### src/rtl/memory_game_pkg.sv
// Shared definitions for the memory game controller.
// Holds the game state encoding, the field widths used for card indices and
// pair ids, the LFSR feedback mask, and the LFSR step function. The step
// function lets the generator and any other consumer advance the sequence the
// same way.
package memory_game_pkg;

  localparam int PAIR_W = 4;  // pair id width (ids 0..9)
  localparam int IDX_W  = 5;  // card index width (0..19)

  // Galois feedback mask, applied when the bit shifted out is 1
  localparam logic [15:0] LFSR_TAPS = 16'hB400;

  typedef enum logic [2:0] {
    ST_SHUFFLE = 3'd0,
    ST_PICK1   = 3'd1,
    ST_PICK2   = 3'd2,
    ST_SHOW    = 3'd3,
    ST_CHECK   = 3'd4,
    ST_WON     = 3'd5,
    ST_LOST    = 3'd6
  } state_e;

  // One right-shifting Galois step
  function automatic logic [15:0] lfsr_next(input logic [15:0] s);
    logic [15:0] r;
    if (s[0]) begin
      r = (s >> 1) ^ LFSR_TAPS;
    end else begin
      r = s >> 1;
    end
    return r;
  endfunction

endpackage

### src/rtl/memory_game_ctrl_lfsr16.sv
// 16-bit Galois LFSR, free-running: it advances on every clock.
// Ports: clock_50M (clock), rst_n (async active-low reset, loads SEED),
//        state (current 16-bit register value).
module lfsr16
  import memory_game_pkg::*;
#(
  parameter logic [15:0] SEED = 16'hACE1
) (
  input  logic        clock_50M,
  input  logic        rst_n,
  output logic [15:0] state
);

  logic [15:0] state_q;
  logic [15:0] state_d;

  // next value of the sequence
  always_comb begin
    state_d = lfsr_next(state_q);
  end

  // sequence register, only rst_n reloads the seed
  always_ff @(posedge clock_50M or negedge rst_n) begin
    if (!rst_n) begin
      state_q <= SEED;
    end else begin
      state_q <= state_d;
    end
  end

  assign state = state_q;

endmodule

### src/rtl/memory_game_ctrl.sv
// Game sequencing for the 20-card memory game.
// The controller owns the card layout (shuffled in hardware), the cursor, the
// face-up and removed masks, the lives counter and the win/lose outcome. It
// exposes all of this as flat registered vectors for the pixel painter.
// Ports: clock_50M, rst_n (async active-low); frame_tick, btn_select, btn_x and
//        btn_y are one-cycle pulses. cursor is the selected card. card_flipped
//        marks face-up cards and card_out marks removed cards. card_pair holds
//        the pair id of card i at [4*i+:4]. lives, busy (shuffling),
//        game_won and game_lost complete the outputs.
module memory_game_ctrl
  import memory_game_pkg::*;
#(
  parameter int          N_CARDS       = 20,
  parameter int          COLS          = 5,
  parameter int          ROWS          = 4,
  parameter int          LIVES_INIT    = 10,
  parameter int          REVEAL_FRAMES = 30,
  parameter logic [15:0] LFSR_SEED     = 16'hACE1
) (
  input  logic                        clock_50M,
  input  logic                        rst_n,
  input  logic                        frame_tick,
  input  logic                        btn_select,
  input  logic                        btn_x,
  input  logic                        btn_y,
  output logic [IDX_W-1:0]            cursor,
  output logic [N_CARDS-1:0]          card_flipped,
  output logic [N_CARDS-1:0]          card_out,
  output logic [PAIR_W*N_CARDS-1:0]   card_pair,
  output logic [3:0]                  lives,
  output logic                        busy,
  output logic                        game_won,
  output logic                        game_lost
);

  localparam int FC_W = (REVEAL_FRAMES > 1) ? $clog2(REVEAL_FRAMES) : 1;

  state_e                     state_q, state_d;
  logic [IDX_W-1:0]           cursor_q, cursor_d;
  logic [IDX_W-1:0]           sel_a_q, sel_a_d;
  logic [IDX_W-1:0]           sel_b_q, sel_b_d;
  logic [IDX_W-1:0]           shuf_idx_q, shuf_idx_d;
  logic [N_CARDS-1:0]         flipped_q, flipped_d;
  logic [N_CARDS-1:0]         out_q, out_d;
  logic [PAIR_W*N_CARDS-1:0]  pair_q, pair_d;
  logic [3:0]                 lives_q, lives_d;
  logic [FC_W-1:0]            frame_cnt_q, frame_cnt_d;
  logic                       busy_q, busy_d;
  logic                       won_q, won_d;
  logic                       lost_q, lost_d;

  logic [15:0]                lfsr_s;
  logic                       lfsr_unused_s;
  logic [12:0]                swap_prod_s;
  logic [IDX_W-1:0]           swap_k_s;
  logic                       pick_ok_s;
  logic                       pairs_equal_s;

  // Unshuffled layout: cards 2j and 2j+1 carry pair id j
  function automatic logic [PAIR_W*N_CARDS-1:0] sorted_pairs();
    logic [PAIR_W*N_CARDS-1:0] r;
    r = {(PAIR_W*N_CARDS){1'b0}};
    for (int i = 0; i < N_CARDS; i++) begin
      r[PAIR_W*i +: PAIR_W] = PAIR_W'(i >> 1);
    end
    return r;
  endfunction

  lfsr16 #(.SEED(LFSR_SEED)) u_lfsr (
    .clock_50M (clock_50M),
    .rst_n     (rst_n),
    .state     (lfsr_s)
  );

  // The upper LFSR bits only matter to the generator's own feedback
  assign lfsr_unused_s = ^lfsr_s[15:8];

  // Swap partner: scaling an 8-bit random value by (i+1) and dropping 8 bits keeps k in 0..i
  always_comb begin
    swap_prod_s = {5'd0, lfsr_s[7:0]} * {8'd0, shuf_idx_q + 5'd1};
    swap_k_s    = swap_prod_s[12:8];
  end

  // Shared qualifiers: select validity and pair comparison of the two picks
  always_comb begin
    pick_ok_s     = !flipped_q[cursor_q] && !out_q[cursor_q];
    pairs_equal_s = (pair_q[PAIR_W*sel_a_q +: PAIR_W] == pair_q[PAIR_W*sel_b_q +: PAIR_W]);
  end

  // Next-state logic for the cursor, the game FSM and all registered outputs
  always_comb begin
    state_d     = state_q;
    cursor_d    = cursor_q;
    sel_a_d     = sel_a_q;
    sel_b_d     = sel_b_q;
    shuf_idx_d  = shuf_idx_q;
    flipped_d   = flipped_q;
    out_d       = out_q;
    pair_d      = pair_q;
    lives_d     = lives_q;
    frame_cnt_d = frame_cnt_q;

    // Row step wraps inside the column. Column step wraps from the first column to the last.
    // When both buttons pulse, the row step wins.
    if (btn_y) begin
      if ((cursor_q % IDX_W'(ROWS)) == IDX_W'(ROWS - 1)) begin
        cursor_d = cursor_q - IDX_W'(ROWS - 1);
      end else begin
        cursor_d = cursor_q + 5'd1;
      end
    end else if (btn_x) begin
      if (cursor_q < IDX_W'(ROWS)) begin
        cursor_d = cursor_q + IDX_W'((COLS - 1) * ROWS);
      end else begin
        cursor_d = cursor_q - IDX_W'(ROWS);
      end
    end else begin
      cursor_d = cursor_q;
    end

    case (state_q)
      ST_SHUFFLE: begin
        pair_d[PAIR_W*shuf_idx_q +: PAIR_W] = pair_q[PAIR_W*swap_k_s +: PAIR_W];
        pair_d[PAIR_W*swap_k_s +: PAIR_W]   = pair_q[PAIR_W*shuf_idx_q +: PAIR_W];
        if (shuf_idx_q == 5'd1) begin
          state_d = ST_PICK1;
        end else begin
          shuf_idx_d = shuf_idx_q - 5'd1;
        end
      end
      ST_PICK1: begin
        if (btn_select && pick_ok_s) begin
          flipped_d[cursor_q] = 1'b1;
          sel_a_d             = cursor_q;
          state_d             = ST_PICK2;
        end else begin
          state_d = ST_PICK1;
        end
      end
      ST_PICK2: begin
        // card a is already face-up, so reselecting it fails pick_ok_s
        if (btn_select && pick_ok_s) begin
          flipped_d[cursor_q] = 1'b1;
          sel_b_d             = cursor_q;
          frame_cnt_d         = {FC_W{1'b0}};
          state_d             = ST_SHOW;
        end else begin
          state_d = ST_PICK2;
        end
      end
      ST_SHOW: begin
        if (frame_tick) begin
          if (frame_cnt_q == FC_W'(REVEAL_FRAMES - 1)) begin
            state_d = ST_CHECK;
          end else begin
            frame_cnt_d = frame_cnt_q + {{(FC_W-1){1'b0}}, 1'b1};
          end
        end else begin
          state_d = ST_SHOW;
        end
      end
      ST_CHECK: begin
        flipped_d = {N_CARDS{1'b0}};
        if (pairs_equal_s) begin
          out_d[sel_a_q] = 1'b1;
          out_d[sel_b_q] = 1'b1;
        end else if (lives_q != 4'd0) begin
          lives_d = lives_q - 4'd1;
        end else begin
          lives_d = lives_q;
        end
        // outcome is judged on the values this cycle produces
        if (&out_d) begin
          state_d = ST_WON;
        end else if (lives_d == 4'd0) begin
          state_d = ST_LOST;
        end else begin
          state_d = ST_PICK1;
        end
      end
      ST_WON, ST_LOST: begin
        if (btn_select) begin
          out_d      = {N_CARDS{1'b0}};
          lives_d    = 4'(LIVES_INIT);
          pair_d     = sorted_pairs();
          shuf_idx_d = IDX_W'(N_CARDS - 1);
          state_d    = ST_SHUFFLE;
        end else begin
          state_d = state_q;
        end
      end
      default: begin
        state_d = ST_SHUFFLE;
      end
    endcase

    busy_d = (state_d == ST_SHUFFLE);
    won_d  = (state_d == ST_WON);
    lost_d = (state_d == ST_LOST);
  end

  // Single register bank for FSM state and every output
  always_ff @(posedge clock_50M or negedge rst_n) begin
    if (!rst_n) begin
      state_q     <= ST_SHUFFLE;
      cursor_q    <= 5'd0;
      sel_a_q     <= 5'd0;
      sel_b_q     <= 5'd0;
      shuf_idx_q  <= IDX_W'(N_CARDS - 1);
      flipped_q   <= {N_CARDS{1'b0}};
      out_q       <= {N_CARDS{1'b0}};
      pair_q      <= sorted_pairs();
      lives_q     <= 4'(LIVES_INIT);
      frame_cnt_q <= {FC_W{1'b0}};
      busy_q      <= 1'b1;
      won_q       <= 1'b0;
      lost_q      <= 1'b0;
    end else begin
      state_q     <= state_d;
      cursor_q    <= cursor_d;
      sel_a_q     <= sel_a_d;
      sel_b_q     <= sel_b_d;
      shuf_idx_q  <= shuf_idx_d;
      flipped_q   <= flipped_d;
      out_q       <= out_d;
      pair_q      <= pair_d;
      lives_q     <= lives_d;
      frame_cnt_q <= frame_cnt_d;
      busy_q      <= busy_d;
      won_q       <= won_d;
      lost_q      <= lost_d;
    end
  end

  assign cursor       = cursor_q;
  assign card_flipped = flipped_q;
  assign card_out     = out_q;
  assign card_pair    = pair_q;
  assign lives        = lives_q;
  assign busy         = busy_q;
  assign game_won     = won_q;
  assign game_lost    = lost_q;

endmodule

### config.mk
export PLATFORM = sky130hd
export DESIGN_NAME = memory_game_ctrl
export DESIGN_NICKNAME = d
export VERILOG_FILES = /design/src/rtl/memory_game_pkg.sv /design/src/rtl/memory_game_ctrl_lfsr16.sv /design/src/rtl/memory_game_ctrl.sv
export SDC_FILE = /design/constraint.sdc
export NUM_CORES = 1
export LEC_CHECK = 0
export BUFFER_PORTS_ARGS = -buffer_cell sky130_fd_sc_hd__buf_2
export CAP_MARGIN = 25
export CORE_MARGIN = 2
export CORE_UTILIZATION = 55
export DETAILED_ROUTE_END_ITERATION = 8
export PLACE_DENSITY = 0.78
export SYNTH_ARGS = -nofsm -noshare
export SYNTH_HDL_FRONTEND = slang
export SYNTH_HIERARCHICAL = 1
export SYNTH_SLANG_ARGS = --single-unit
### constraint.sdc
create_clock -name clock_50M -period 7.6 [get_ports clock_50M]
set_input_delay 0.76 -clock clock_50M [delete_from_list [all_inputs] [get_ports clock_50M]]
set_output_delay 0.76 -clock clock_50M [all_outputs]
set_load 0.03 [all_outputs]
==> impl_metrics.csv <==
group,metric,value,unit
drt,dr.first_iter.drc_count,2543,
cts,cts_hold_buf,0,
finish,final-seq-area,4340,sq um
cts,cts_resized,0,
grt,antenna_found_initial,2,
drt,drt-met1-wl,21900,um
critical_path,start_kind,"register",
finish,n_fill_cell,2085,
drt,drc,0,
critical_path,worstReg2RegEnd,"card_pair[28]",
timing,rsz0062_at_grt,"no",
critical_path,cp.arrival,7.59,ns
cts,cts_setup_buffers,0,
grt,grt_pass1_vias,12900,
placement,dp_hpwl,41700,um
logic_synthesis,syn_area_per_cell,8.90,sq um
timing,final_hold_viol_count,0,
drt,firstDrtPassIters,7,
floorplan,die-area,26000,sq um
grt,track_usage,0.434,
grt,grt_start_max_net_pins,66,
power,p_leak,0.00632,uW
logic_synthesis,synthCells,1529,
drt,wl_met3,8320,um
placement,pre_cts_ws,0.286,ns
timing,period_minus_slack,7.24,ns
timing,fin_crit_sh,0.952,
grt,grt_pass1_wl,83800,um
drt,wl_per_cell,28.7,um
power,power_density,405,nW/um^2
finish,area_growth_syn_to_layout,12.0,%
timing,setup_ws,0.361,ns
power,ir_worst_vdd,0.268,mV
cts,clk_path_buf_depth,2,
logic_synthesis,yosys_warnings,6,
status,status,"complete, no violations",
critical_path,crit_type,"register to register",
placement,gp_congestion,1.03,
job,max-cap-violations,0,
timing,fmax,138,MHz
floorplan,core-area,24300,sq um
cts,cts_made_buffers,17,
floorplan,dieWidth,161,um
floorplan,die_h,161,um
logic_synthesis,netlist_area,13600,sq um
finish,drive_above_1_share,0.210,
drt,via_per_inst,7.15,
grt,overflow,0,
critical_path,worstPathRequired,7.95,ns
timing,slew_viol_final,0,
floorplan,ios,138,
drt,wl_met2,23400,um
cts,clk_pin_slew_worst_paths,0.08,ns
drt,via_count,14000,
logic_synthesis,syn_nets,1587,
cts,clk_latency,0.46,ns
timing,fin_setup_tns,0,ns
timing,fin_skew,0.0189,ns
critical_path,r2r_cells,25,
drt,finalWirelength,56400,um
critical_path,end_kind,"register",
finish,layout.nets,1684,
timing,worstMarginPinSlew,1.21,ns
placement,port_buffers,137,
timing,final-setup-viol-count,0,
cts,cts_tree,"yes",
cts,h-tree-depth,4,
drt,ant_nets,0,
finish,multiInputGateArea,8680,sq um
drt,top_layer,"met4",
cts,cts_root_buf,"clkbuf_16",
critical_path,crit_fanout,8,
timing,slew_headroom,0.188,
cts,cts.sinks,171,
finish,final_util,0.627,
critical_path,r2r_start,"shuf_idx_q[0]",
hold_path,hold_path.class,"primary input to async pin",
critical_path,regToRegSetupSlack,0.36,ns
power,p_total,6180,uW
floorplan,rows,57,
floorplan,initial_utilization,0.560,
-- final cells by class --
class,count,share of cell area
well taps,324,0.0266
clock buffers,17,0.0279
inverters,54,0.0133
repair buffers,177,0.0655
flip-flops and latches,171,0.284
diodes,2,0.000328
clock inverters,15,0.0134
multi-input cells,1205,0.569
-- how the worst max path moves through the flow --
| stage | startpoint | to |
|---|---|---|
| floorplan | shuf_idx_q[0] | card_pair[39] |
| global placement | shuf_idx_q[1] | card_pair[36] |
| detailed placement | shuf_idx_q[1] | card_pair[14] |
| CTS | shuf_idx_q[1] | card_pair[14] |
| global route | shuf_idx_q[0] | card_pair[28] |
| finish | shuf_idx_q[0] | card_pair[28] |
-- flip-flops by register name (all words and copies together) (netlist names) --
signal and flops:
frame_cnt_q 5, game_lost 1, sel_a_q 5, state_q 3
card_flipped 20, card_out 20, u_lfsr/state 16, card_pair 80
sel_b_q 5, game_won 1, busy 1, lives 4
cursor 5, shuf_idx_q 5
-- metrics by stage --
step / hold slack (ns) / instance area [sq um] / instances
2_1_floorplan: 0.331 / 13600 / 1529
3_3_place_gp: 0.335 / 14500 / 1926
3_5_place_dp: 0.337 / 14600 / 1930
4_1_cts: 0.313 / 15200 / 1962
5_1_grt: 0.318 / 15200 / 1963
6_report: 0.281 / 15300 / 1965
-- placed cells by master, fill, tap and decap left out, types with 29 or more instances in the layout --
master	count
nor2_1	132
nor3_1	42
mux2i_1	58
buf_2	136
inv_1	54
nand3_1	54
and2_1	29
a21oi_1	94
dfrtp_1	126
buf_4	38
mux4_2	54
dfstp_2	44
nand2_1	150
ha_1	35
o21ai_0	99
nor2b_1	29
o22ai_1	30
-- layer usage --
| layer | track usage | up-vias |
|---|---|---|
| li1 | - | 5931 |
| met1 | 0.619 | 6716 |
| met2 | 0.613 | 1175 |
| met3 | 0.134 | 220 |
| met4 | 0.178 | 0 |
| met5 | 0 | - |
-- power by group --
group / switching [uW] / internal [uW]
Clock: 469 / 454
Sequential: 763 / 1220
Combinational: 2080 / 1190
-- worst max-delay path: stages (launching register included) --
cell and delay, ns:
dfstp_2 0.54, ha_1 0.19, nand3_1 0.11, xnor2_1 0.50
and2_1 0.24, fa_1 0.42, fa_1 0.55, inv_1 0.05
fa_1 0.53, inv_1 0.04, ha_1 0.32, a21o_1 0.20
a21o_1 0.19, a21o_1 0.22, a22o_1 0.27, nor2_2 0.14
inv_1 0.14, ha_1 0.30, and3_1 0.18, ha_1 0.33
nand2b_1 0.10, o311a_1 0.37, or4_1 0.53, a21oi_1 0.28
nor2_1 0.06, o32ai_1 0.32
No activity file was read; power rests on OpenSTA's default activity.
